<file path="src/rtl/ipic_burst_arbiter.sv">
// Round-robin arbiter that shares one IPIC burst master between NUM_REQ
// requesters. It latches the winner's command, sequences the master
// start/ack/done handshake, returns per-requester ack/done pulses and aborts
// hung transactions with a watchdog.
module ipic_burst_arbiter #(
  parameter int NUM_REQ        = 4,
  parameter int ADDR_WIDTH     = 32,
  parameter int C_LENGTH_WIDTH = 14,
  parameter int TIMEOUT_CYCLES = 65535
) (
  input  logic                               clk,
  input  logic                               reset,
  input  logic [NUM_REQ-1:0]                 req_start,
  input  logic [3*NUM_REQ-1:0]               req_type,
  input  logic [ADDR_WIDTH*NUM_REQ-1:0]      req_read_addr,
  input  logic [ADDR_WIDTH*NUM_REQ-1:0]      req_write_addr,
  input  logic [C_LENGTH_WIDTH*NUM_REQ-1:0]  req_write_length,
  output logic [NUM_REQ-1:0]                 req_ack,
  output logic [NUM_REQ-1:0]                 req_done,
  output logic                               req_err,
  output logic                               ipic_start,
  output logic [2:0]                         ipic_type,
  output logic [ADDR_WIDTH-1:0]              read_addr,
  output logic [ADDR_WIDTH-1:0]              write_addr,
  output logic [C_LENGTH_WIDTH-1:0]          write_length,
  input  logic                               ipic_ack,
  input  logic                               ipic_done_wire,
  output logic [2:0]                         grant_id,
  output logic                               busy,
  output logic [15:0]                        timeout_count
);

  localparam int PTR_W = (NUM_REQ > 1) ? $clog2(NUM_REQ) : 1;
  localparam int WD_W  = (TIMEOUT_CYCLES > 0) ? $clog2(TIMEOUT_CYCLES + 1) : 1;
  // The watchdog value is the number of cycles already spent in START/RUN;
  // aborting when it reaches TIMEOUT_CYCLES-1 makes the abort pulse appear
  // exactly TIMEOUT_CYCLES cycles after ipic_start rose.
  localparam logic [WD_W-1:0]  WD_LAST  = WD_W'((TIMEOUT_CYCLES > 0) ? TIMEOUT_CYCLES - 1 : 0);
  localparam logic [PTR_W-1:0] PTR_LAST = PTR_W'(NUM_REQ - 1);

  typedef enum logic [1:0] {S_IDLE, S_START, S_RUN, S_RELEASE} state_t;

  state_t                      state_q, state_d;
  logic [PTR_W-1:0]            rr_ptr_q, rr_ptr_d;
  logic [PTR_W-1:0]            grant_id_q, grant_id_d;
  logic [WD_W-1:0]             wd_q, wd_d;
  logic [15:0]                 timeout_count_q, timeout_count_d;
  logic                        ipic_start_q, ipic_start_d;
  logic                        busy_q, busy_d;
  logic                        req_err_q, req_err_d;
  logic [NUM_REQ-1:0]          req_ack_q, req_ack_d;
  logic [NUM_REQ-1:0]          req_done_q, req_done_d;
  logic [2:0]                  ipic_type_q, ipic_type_d;
  logic [ADDR_WIDTH-1:0]       read_addr_q, read_addr_d;
  logic [ADDR_WIDTH-1:0]       write_addr_q, write_addr_d;
  logic [C_LENGTH_WIDTH-1:0]   write_length_q, write_length_d;

  logic                        win_vld;
  logic [PTR_W-1:0]            win_idx;
  logic                        wd_hit;

  // Round-robin search: first set request at or above rr_ptr, wrapping.
  always_comb begin
    int idx;
    idx     = 0;
    win_vld = 1'b0;
    win_idx = '0;
    for (int i = 0; i < NUM_REQ; i++) begin
      idx = int'(rr_ptr_q) + i;
      if (idx >= NUM_REQ) idx = idx - NUM_REQ;
      if (!win_vld && req_start[idx]) begin
        win_vld = 1'b1;
        win_idx = PTR_W'(idx);
      end
    end
  end

  assign wd_hit = (TIMEOUT_CYCLES != 0) && (wd_q == WD_LAST);

  // Next-state logic for the handshake FSM, watchdog and latched command.
  always_comb begin
    int wi;
    wi              = int'(win_idx);
    state_d         = state_q;
    rr_ptr_d        = rr_ptr_q;
    grant_id_d      = grant_id_q;
    wd_d            = wd_q;
    timeout_count_d = timeout_count_q;
    ipic_start_d    = ipic_start_q;
    req_err_d       = 1'b0;
    req_ack_d       = '0;
    req_done_d      = '0;
    ipic_type_d     = ipic_type_q;
    read_addr_d     = read_addr_q;
    write_addr_d    = write_addr_q;
    write_length_d  = write_length_q;
    case (state_q)
      S_IDLE: begin
        if (win_vld) begin
          grant_id_d     = win_idx;
          ipic_type_d    = req_type[3*wi +: 3];
          read_addr_d    = req_read_addr[ADDR_WIDTH*wi +: ADDR_WIDTH];
          write_addr_d   = req_write_addr[ADDR_WIDTH*wi +: ADDR_WIDTH];
          write_length_d = req_write_length[C_LENGTH_WIDTH*wi +: C_LENGTH_WIDTH];
          ipic_start_d   = 1'b1;
          wd_d           = '0;
          state_d        = S_START;
        end
      end
      S_START: begin
        if (ipic_ack) begin
          req_ack_d[grant_id_q] = 1'b1;
          ipic_start_d          = 1'b0;
          wd_d                  = wd_q + 1'b1;
          state_d               = S_RUN;
          if (ipic_done_wire) begin
            req_done_d[grant_id_q] = 1'b1;
            state_d                = S_RELEASE;
          end
        end else if (wd_hit) begin
          ipic_start_d           = 1'b0;
          req_done_d[grant_id_q] = 1'b1;
          req_err_d              = 1'b1;
          state_d                = S_RELEASE;
          if (timeout_count_q != 16'hFFFF) timeout_count_d = timeout_count_q + 16'd1;
        end else begin
          wd_d = wd_q + 1'b1;
        end
      end
      S_RUN: begin
        ipic_start_d = 1'b0;
        if (ipic_done_wire) begin
          req_done_d[grant_id_q] = 1'b1;
          state_d                = S_RELEASE;
        end else if (wd_hit) begin
          req_done_d[grant_id_q] = 1'b1;
          req_err_d              = 1'b1;
          state_d                = S_RELEASE;
          if (timeout_count_q != 16'hFFFF) timeout_count_d = timeout_count_q + 16'd1;
        end else begin
          wd_d = wd_q + 1'b1;
        end
      end
      S_RELEASE: begin
        rr_ptr_d = (grant_id_q == PTR_LAST) ? '0 : grant_id_q + 1'b1;
        state_d  = S_IDLE;
      end
      default: state_d = S_IDLE;
    endcase
    busy_d = (state_d != S_IDLE);
  end

  // State and output registers; reset clears everything asynchronously.
  always_ff @(posedge clk or posedge reset) begin
    if (reset) begin
      state_q         <= S_IDLE;
      rr_ptr_q        <= '0;
      grant_id_q      <= '0;
      wd_q            <= '0;
      timeout_count_q <= '0;
      ipic_start_q    <= 1'b0;
      busy_q          <= 1'b0;
      req_err_q       <= 1'b0;
      req_ack_q       <= '0;
      req_done_q      <= '0;
      ipic_type_q     <= '0;
      read_addr_q     <= '0;
      write_addr_q    <= '0;
      write_length_q  <= '0;
    end else begin
      state_q         <= state_d;
      rr_ptr_q        <= rr_ptr_d;
      grant_id_q      <= grant_id_d;
      wd_q            <= wd_d;
      timeout_count_q <= timeout_count_d;
      ipic_start_q    <= ipic_start_d;
      busy_q          <= busy_d;
      req_err_q       <= req_err_d;
      req_ack_q       <= req_ack_d;
      req_done_q      <= req_done_d;
      ipic_type_q     <= ipic_type_d;
      read_addr_q     <= read_addr_d;
      write_addr_q    <= write_addr_d;
      write_length_q  <= write_length_d;
    end
  end

  assign req_ack       = req_ack_q;
  assign req_done      = req_done_q;
  assign req_err       = req_err_q;
  assign ipic_start    = ipic_start_q;
  assign ipic_type     = ipic_type_q;
  assign read_addr     = read_addr_q;
  assign write_addr    = write_addr_q;
  assign write_length  = write_length_q;
  assign grant_id      = 3'(grant_id_q);
  assign busy          = busy_q;
  assign timeout_count = timeout_count_q;

endmodule

</file>
<file path="config.mk">
export PLATFORM = sky130hd
export DESIGN_NAME = ipic_burst_arbiter
export DESIGN_NICKNAME = d
export VERILOG_FILES = /design/src/rtl/ipic_burst_arbiter.sv
export SDC_FILE = /design/constraint.sdc
export NUM_CORES = 1
export LEC_CHECK = 0
export ABC_AREA = 1
export BUFFER_PORTS_ARGS = -buffer_cell sky130_fd_sc_hd__buf_2
export CAP_MARGIN = 20
export CORE_AREA = 2 2 174 176
export DETAILED_ROUTE_END_ITERATION = 16
export DIE_AREA = 0 0 176 178
export GPL_TIMING_DRIVEN = 0
export HOLD_SLACK_MARGIN = 0.06
export SLEW_MARGIN = 20
export SYNTH_ARGS = -nofsm -noshare
export SYNTH_HDL_FRONTEND = slang
export SYNTH_SLANG_ARGS = --single-unit
</file>
<file path="constraint.sdc">
create_clock -name clk -period 5.11 [get_ports clk]
set_input_delay 0.7665 -clock clk [delete_from_list [all_inputs] [get_ports clk]]
set_output_delay 0.7665 -clock clk [all_outputs]
set_load 0.01 [all_outputs]
</file>
==> results of run 1 <==
## cell families (layout without fill, tap and decap cells)
group	Yosys count	count (layout)	share of synthesized area (%)
AND/OR/NAND/NOR	1002	1002	45.9
buffers and inverters	249	723	11.8
flip-flops	130	130	35.4
AO/OA/AOI/OAI	61	61	3.43
XOR/XNOR	19	19	1.81
adder cells (fa/ha/maj)	12	12	1.63
other	1	11	0.0408
## layout by cell type, fill, tap and decap left out, drive strengths merged
master      n
nand2     719
buf       498
inv       190
nand3     183
dfrtp     130
o21ai      42
nor2       42
clkbuf     29
or2        22
nand3b     17
a21oi      14
ha         12
xor2       11
diode      10
nand4       9
nor3        9
xnor2       8
clkinvlp    3
clkinv      3
o22ai       2
nor4        1
a211oi      1
a31oi       1
o221ai      1
conb        1
## worst max-delay path, delay by kind of cell (launching register included)
| kind | cells | cell delay (ns) |
|---|---|---|
| compound gates | 1 | 0.05 |
| flops | 1 | 0.39 |
| buf+inv | 2 | 0.70 |
| simple gates | 9 | 1.13 |
## final cells by class
type / count / area [um^2] / area share, %
antenna: 10 / 25.0 / 0.200
buffer: 68 / 404 / 3.23
clock buffer: 17 / 425 / 3.40
clock inverter: 15 / 139 / 1.11
inverter: 181 / 689 / 5.51
multi-input combinational: 1095 / 4850 / 38.8
sequential: 130 / 3250 / 26.0
tap: 390 / 488 / 3.90
timing repair buffer: 442 / 2230 / 17.9
## sequential cells by signal (all words and copies together) (netlist names), 2 cells and up
name           count
timeout_count     16
req_done           4
wd_q              16
grant_id_q         2
ipic_type          3
read_addr         32
rr_ptr_q           2
req_ack            4
write_length      14
write_addr        32
state_q            2
## per-stage QoR
| stage | setup WS (ns) | utilization, % | total power [mW] | area (um^2) |
|---|---|---|---|---|
| floorplan | 0.874 | - | 5.50 | 9190 |
| global placement | -1.05 | 40.4 | 7.48 | 11900 |
| detailed placement | 2.37 | 40.6 | 7.52 | 11900 |
| CTS | 2.72 | 42.5 | 8.76 | 12500 |
| global route | 2.47 | 42.5 | 9.52 | 12500 |
| finish | 2.72 | 42.6 | 8.69 | 12500 |
## where the power goes
group	internal [mW]	switching, mW
registers	1.43	0.234
logic	1.92	3.90
clock network	0.644	0.561
total	4.00	4.69
## how the worst max path moves through the flow
stage          cells past startpoint        endpoint          from
2_1_floorplan                      1            busy         reset
3_3_place_gp                       2  write_addr[17]         reset
3_5_place_dp                      15   read_addr[18]  req_start[3]
4_1_cts                           16   read_addr[18]   rr_ptr_q[0]
5_1_grt                           13  write_addr[19]   rr_ptr_q[0]
6_report                          12   read_addr[14]   rr_ptr_q[0]
## routing by layer
layer	global-route usage, %	vias to the layer above	wire length, um
li1	-	5443	-
met1	30.0	5142	16100
met2	42.0	322	18900
met3	4.80	54	2060
met4	6.58	4	855
met5	0	-	25
==> results.json, run 1 <==
{
  "worst_ep_arrival_time_ns": 2.70,
  "synth_cell_types": 33,
  "htreeDepth": 4,
  "die_h_um": 178,
  "synth_edf_count": 0,
  "gr-total-overflow": 0,
  "cts_tree": "yes",
  "fmax_mhz": 419,
  "tns_ns": 0,
  "min_period_ns": 2.39,
  "wl_per_cell_um": 16.1,
  "cp_common_cell": "nand2_1",
  "cp.required_ns": 5.42,
  "synth_commonest_cells": "nand2_1 (712), nand3_1 (181), inv_1 (176), dfrtp_1 (130), o21ai_0 (40)",
  "totalWireLength_um": 37900,
  "setup_violations": 0,
  "async_reset_ff_share_pct": 100,
  "period_share_pct": 46.7,
  "numCtsBuffers": 17,
  "grt_pass1_vias": 10800,
  "synth_most_common_cell": "nand2_1",
  "syn_area_um2": 9190,
  "ant_nets": 0,
  "maxCapViolations": 0,
  "die_width_um": 176,
  "synth-seq-area-share_pct": 35.4,
  "final.fill_count": 3212,
  "yosysWarnings": 0,
  "die_area_um2": 31300,
  "p_leak_nw": 7.50,
  "synthCells": 1474,
  "gp_congestion": 0.930,
  "maxSlewHeadroom_pct": 58.5,
  "areaGrowthSynthToFinish_pct": 36.1,
  "endpoint_kind": "register",
  "nNetsFinal": 2279,
  "timing.rr.start": "rr_ptr_q[0]",
  "layout-drive-gt1-share_pct": 28.1,
  "crit_chain": "buf_4, nand2_1, nand3_1, nand2_2, a21oi_1, nand2_1, clkbuf_1, nand3b_1, nand3_1, nand2_1, nand2_1, nand2_1",
  "cts_setup_buffers": 0,
  "hold_slack_ns": 0.375,
  "io_buffers": 441,
  "r2r_cells": 12,
  "layoutNonFillerInstCount": 2348,
  "cpMaxStageDelayCell": "clkbuf_1",
  "ys_ff_latch": 130,
  "max_stage_delay_ns": 0.53,
  "syn_avg_cell_area_um2": 6.24,
  "tightest_slew_ns": 0.622,
  "rows": 63,
  "synthTopCellsByArea": "dfrtp_1 (35%), nand2_1 (29%), nand3_1 (9.9%)",
  "clock_latency_ns": 0.43,
  "drc": 0,
  "synth_largest_area_cell": "dfrtp_1",
  "netlist.area_leader.share_pct": 35.4,
  "ios": 443,
  "rsz0062_at_grt": "false",
  "critical_path_class": "register to register",
  "vias": 11000,
  "path_clk_slew_ns": 0.07,
  "ys.flop_type": "dfrtp_1",
  "grt_pass1_wl_um": 58100,
  "hold_violations": 0,
  "core_um2": 29400,
  "grt_start_max_net_pins": 67,
  "worstReg2RegEnd": "read_addr[14]",
  "hold_path.class": "primary input to async pin",
  "viasPerCell": 4.67,
  "dpl.hpwl_um": 30400,
  "dr.pass1.iters": 7,
  "placed_cells": 2306,
  "power.density_nw_per_um2": 694,
  "antenna_found_initial": 12,
  "skew_ns": 0.0192,
  "syn-num-nets": 1818,
  "holdBufCountCts": 0,
  "status": "completed",
  "ff2ff_setup_slack_ns": 2.72,
  "clock-sinks": 130,
  "cts-resized-gates": 0,
  "slew_violations": 0,
  "grt_use_total_pct": 24.0,
  "ir_drop_mv": 0.292,
  "drtIter0Drc": 654,
  "start_kind": "register",
  "crit_fanout": 10,
  "clockBufferDepth": 2,
  "start_util_pct": 31.3,
  "clockRootBuffer": "clkbuf_16"
}
No activity file was read; power rests on OpenSTA's default activity.
==> run 2: changes to the inputs <==
CORE_AREA = 2 2 173 175   (was 2 2 174 176)
DIE_AREA = 0 0 175 177   (was 0 0 176 178)
clock period = 2.19 ns   (was 5.11 ns; I/O delays follow)
==> run 2 against run 1 <==
The run now ends with negative setup slack left; register-to-register slack got worse by 2.8 ns; critical path depth is 3 higher; core utilization grew 5.1 points; via count grew 3.0%.
==> results.json, run 2 (same netlist as run 1, synthesis figures left out) <==
{
  "drtIter0Drc": 690,
  "gr-total-overflow": 0,
  "fin_ws_ns": -0.0463,
  "clock_latency_ns": 0.43,
  "path_delay_family": "simple AND/OR/NAND/NOR gates",
  "dr.pass1.iters": 5,
  "htreeDepth": 4,
  "viasPerCell": 4.72,
  "p_leak_nw": 8.09,
  "dpl_worst_slack_ns": -0.218,
  "mostFrequentLayoutCells": "nand2_1 (659), buf_2 (448), inv_1 (171)",
  "grt_pass1_vias": 10600,
  "final_common_cell": "nand2_1",
  "grt_use_total_pct": 23.9,
  "dpl.hpwl_um": 30100,
  "hold_violations": 0,
  "critical_path_class": "register to register",
  "die_area_um2": 31000,
  "violations": "negative setup slack",
  "final.fill_count": 3078,
  "power.density_nw_per_um2": 1800,
  "antenna_found_initial": 13,
  "cp.buffers_inverters": 5,
  "cp_common_cell": "nand2_2",
  "hold_path.class": "primary input to register",
  "fmax_mhz": 447,
  "ant_nets": 0,
  "totalWireLength_um": 39500,
  "core_um2": 29200,
  "ir_drop_mv": 0.910,
  "vias": 11300,
  "place_area_um2": 12000,
  "ios": 443,
  "endpoint_kind": "register",
  "die_width_um": 175,
  "grt_pass1_wl_um": 57600,
  "clock-sinks": 130,
  "cp.required_ns": 2.54,
  "worst_ep_arrival_time_ns": 2.59,
  "max_stage_delay_ns": 0.46,
  "slew_violations": 0,
  "gp_congestion": 0.911,
  "start_util_pct": 31.4,
  "ff_latch_area_um2": 3260,
  "hold_slack_ns": 0.169,
  "cpMaxStageDelayCell": "dfrtp_2",
  "start_kind": "register",
  "die_h_um": 177,
  "maxCapViolations": 0,
  "path_clk_slew_ns": 0.07,
  "rsz0062_at_grt": "true",
  "wl_per_cell_um": 16.5,
  "rows": 63,
  "clockBufferDepth": 2,
  "tns_ns": -0.120,
  "clockRootBuffer": "clkbuf_16",
  "areaGrowthSynthToFinish_pct": 51.7,
  "skew_ns": 0.0152,
  "cts_tree": "yes",
  "min_period_ns": 2.24,
  "final_area_um2": 13900,
  "multi_input_area_um2": 5320,
  "crit_fanout": 9,
  "drc": 0,
  "period_share_pct": 102,
  "grt_start_max_net_pins": 35,
  "crit_chain": "buf_6, nand2_1, nand2_2, nand2_2, nand2_2, nor2_4, nand4_1, nand2_8, inv_8, nor2_4, buf_4, clkbuf_16, buf_4, nand3_1, nand3_1",
  "layout-drive-gt1-share_pct": 35.3,
  "numCtsBuffers": 17,
  "io_buffers": 441,
  "nNetsFinal": 2325,
  "status": "finished, violations left",
  "setup_violations": 5
}
-- run 2: final cells by class --
cell class | count | area share (%)
antenna | 9 | 0.162
buffer | 67 | 5.07
clock buffer | 17 | 3.05
clock inverter | 15 | 0.960
inverter | 181 | 5.11
multi-input combinational | 1095 | 38.1
sequential | 130 | 23.4
tap | 390 | 3.50
timing repair buffer | 487 | 20.5
timing repair inverter | 2 | 0.108
-- run 2: what timing repair did --
item	CTS	global route
setup buffers	6	21
endpoints found under the setup margin	97	113
cloned	0	16
pin swaps	4	46
gates resized for setup	34	226
endpoints found under the hold margin	6	0
hold buffers	1	0
-- run 2: worst register-to-register path, cell delays in order, from the launching register on --
cell,delay [ns]
dfrtp_2,0.46
buf_6,0.16
nand2_1,0.09
nand2_2,0.07
nand2_2,0.07
nand2_2,0.06
nor2_4,0.16
nand4_1,0.23
nand2_8,0.18
inv_8,0.06
nor2_4,0.13
buf_4,0.15
clkbuf_16,0.13
buf_4,0.11
nand3_1,0.06
nand3_1,0.06
-- run 2: worst paths after layout --
| kind | from | slack (ns) | endpoint | depth (start not counted) |
|---|---|---|---|---|
| min in group asynchronous | reset | 0.44 | write_length[12] | 3 |
| min | ipic_done_wire | 0.17 | req_err | 2 |
| min reg2reg | write_length[10] | 0.48 | write_length[10] | 2 |
| max reg2reg | rr_ptr_q[0] | -0.05 | ipic_type[2] | 15 |
| max | rr_ptr_q[0] | -0.05 | ipic_type[2] | 15 |
| max in group asynchronous | reset | 1.25 | rr_ptr_q[1] | 4 |
-- run 2: report_power, final --
group,internal (mW),switching [mW],total (mW)
Clock,1.50,1.31,2.82
Sequential,3.34,0.576,3.91
Combinational,7.68,10.7,18.4
Total,12.5,12.6,25.1
-- run 2: through the flow --
step           cells  utilization [%]  power, mW
2_1_floorplan   1474                -       12.8
3_3_place_gp    2305             40.7       17.3
3_5_place_dp    2309             40.9       17.5
4_1_cts         2348             43.4       21.0
5_1_grt         2391             47.7       27.0
6_report        2393             47.7       25.1
-- run 2: layer usage --
metal  track usage (%)  part of all wire [%]  vias up  wire [um]
met5                 0                  0.12        -         46
met4              8.09                   2.8        8       1100
met3              4.75                   5.9       74       2320
met2              41.4                    50      386      19700
met1              29.8                    41     5282      16300
li1                  -                     -     5549          -
==> run 3: changes to the inputs <==
SKIP_CTS_REPAIR_TIMING = 1   (was unset)
==> run 3 against run 2 <==
The flow now finishes without violations; maximum frequency is 2.2% higher; core utilization is 3.2 points lower; cell count down 1.0%; highest routed layer unchanged; routed wire length decreased by 4.3%; non-clock buffer count decreased by 23; largest power group unchanged; critical path depth did not move; via count is 3.3% lower; clock power hardly changed; total power is 14% lower; first-iteration DRC count is 8.4% lower; worst setup slack improved by 0.047 ns.
==> results.json, run 3 (same netlist as run 1, synthesis figures left out) <==
{
  "rsz0062_at_grt": "true",
  "wl_met1_um": 15900,
  "cp_common_cell": "nand2_1",
  "worstHoldStart": "ipic_done_wire",
  "grt_start_max_net_pins": 35,
  "mostFrequentLayoutCells": "nand2_1 (707), buf_2 (454), nand3_1 (180)",
  "crit_chain": "buf_6, nand2_1, nand2_2, nand2_1, nand2_2, nor2_4, nand3_4, nand2_8, nand2_8, buf_4, clkbuf_4, nand2_1, nand2_1, nand2_1, nand3_1",
  "status": "completed",
  "final_util_pct": 44.5,
  "dr.pass1.iters": 5,
  "die_h_um": 177,
  "die_area_um2": 31000,
  "maxCapViolations": 0,
  "critical_path_class": "register to register",
  "endpoint_kind": "register",
  "viasPerCell": 4.62,
  "final_area_um2": 13000,
  "gr-total-overflow": 0,
  "areaGrowthSynthToFinish_pct": 41.4,
  "highest_layer": "met5",
  "io_buffers": 441,
  "path_clk_slew_ns": 0.07,
  "ant_nets": 0,
  "crit_fanout": 10,
  "ir_drop_mv": 0.819,
  "final_common_cell": "nand2_1",
  "hold_path.class": "primary input to register",
  "ios": 443,
  "skew_ns": 0.0162,
  "crit_start": "rr_ptr_q[0]",
  "setup_violations": 0,
  "drtIter0Drc": 632,
  "met2_length_um": 18800,
  "wl_per_cell_um": 15.9,
  "cpMaxStageDelayCell": "dfrtp_1",
  "cp.buffers_inverters": 3,
  "period_share_pct": 100,
  "cts_tree": "yes",
  "die_width_um": 175,
  "power.density_nw_per_um2": 1670,
  "hold_violations": 0,
  "slew_violations": 0,
  "rows": 63,
  "nNetsFinal": 2300,
  "grt_pass1_vias": 10500,
  "worst_ep_arrival_time_ns": 2.49,
  "drc": 0,
  "dpl.hpwl_um": 30100,
  "fmax_mhz": 457,
  "clock_latency_ns": 0.42,
  "grt_pass1_wl_um": 57200,
  "final.fill_count": 3157,
  "p_leak_nw": 7.71,
  "met3_length_um": 2110,
  "core_um2": 29200,
  "numCtsBuffers": 17,
  "htreeDepth": 4,
  "clockBufferDepth": 2,
  "clockRootBuffer": "clkbuf_16",
  "min_period_ns": 2.19,
  "gp_congestion": 0.911,
  "clock-sinks": 130,
  "place_area_um2": 12000,
  "start_util_pct": 31.4,
  "start_kind": "register",
  "grt_use_total_pct": 23.8,
  "antenna_found_initial": 13,
  "totalWireLength_um": 37800,
  "vias": 10900,
  "cp.required_ns": 2.49,
  "path_delay_family": "simple AND/OR/NAND/NOR gates",
  "timing.rr.start": "rr_ptr_q[0]",
  "max_stage_delay_ns": 0.40,
  "layout-drive-gt1-share_pct": 30.4
}
## run 3: metal layers
metal / GRT usage [%] / vias up
met5: 0 / -
met4: 7.95 / 8
met3: 4.75 / 60
met2: 41.3 / 336
met1: 29.6 / 5028
li1: - / 5497
## run 3: path summary, 6_finish.rpt
kind	cells past startpoint	slack [ns]	end
worst max-delay path	15	0.001	read_addr[2]
worst min-delay path	2	0.16	req_err
worst max register to register	15	0.001	read_addr[2]
worst min register to register	2	0.48	read_addr[14]
max in group asynchronous	4	1.26	state_q[0]
min in group asynchronous	3	0.44	write_length[12]
## run 3: worst register-to-register path, cell delays in order (launching register included)
cell,delay [ns]
dfrtp_1,0.40
buf_6,0.15
nand2_1,0.08
nand2_2,0.08
nand2_1,0.10
nand2_2,0.07
nor2_4,0.16
nand3_4,0.13
nand2_8,0.14
nand2_8,0.11
buf_4,0.20
clkbuf_4,0.19
nand2_1,0.07
nand2_1,0.08
nand2_1,0.07
nand3_1,0.06
## run 3: final cells by class
class,instances,area [um^2],area share (%)
Antenna cell,9,22.5,0.173
Buffer,67,576,4.43
Clock buffer,17,425,3.27
Clock inverter,15,134,1.03
Inverter,181,703,5.41
Multi-Input combinational cell,1095,4930,38.0
Sequential cell,130,3250,25.0
Tap cell,390,488,3.75
Timing Repair Buffer,464,2460,18.9
## run 3: power by group
| part | internal (mW) | switching [mW] | leakage [nW] |
|---|---|---|---|
| Clock | 1.50 | 1.32 | 0.270 |
| Sequential | 3.34 | 0.548 | 1.65 |
| Combinational | 5.59 | 9.38 | 5.79 |
| Total | 10.4 | 11.2 | 7.71 |
## run 3: metrics by stage
| stage | power [mW] | instances | worst slack [ns] | setup TNS (ns) | hold slack (ns) |
|---|---|---|---|---|---|
| detailed placement | 17.5 | 2309 | -0.218 | -9.44 | 0.322 |
| CTS | 20.4 | 2341 | -0.240 | -10.88 | -0.142 |
| global placement | 17.3 | 2305 | -0.788 | -107.27 | 0.460 |
| finish | 21.7 | 2368 | 0.000978 | 0 | 0.162 |
| floorplan | 12.8 | 1474 | 0.252 | 0 | 0.420 |
| global route | 23.7 | 2366 | -0.148 | -9.70 | 0.158 |
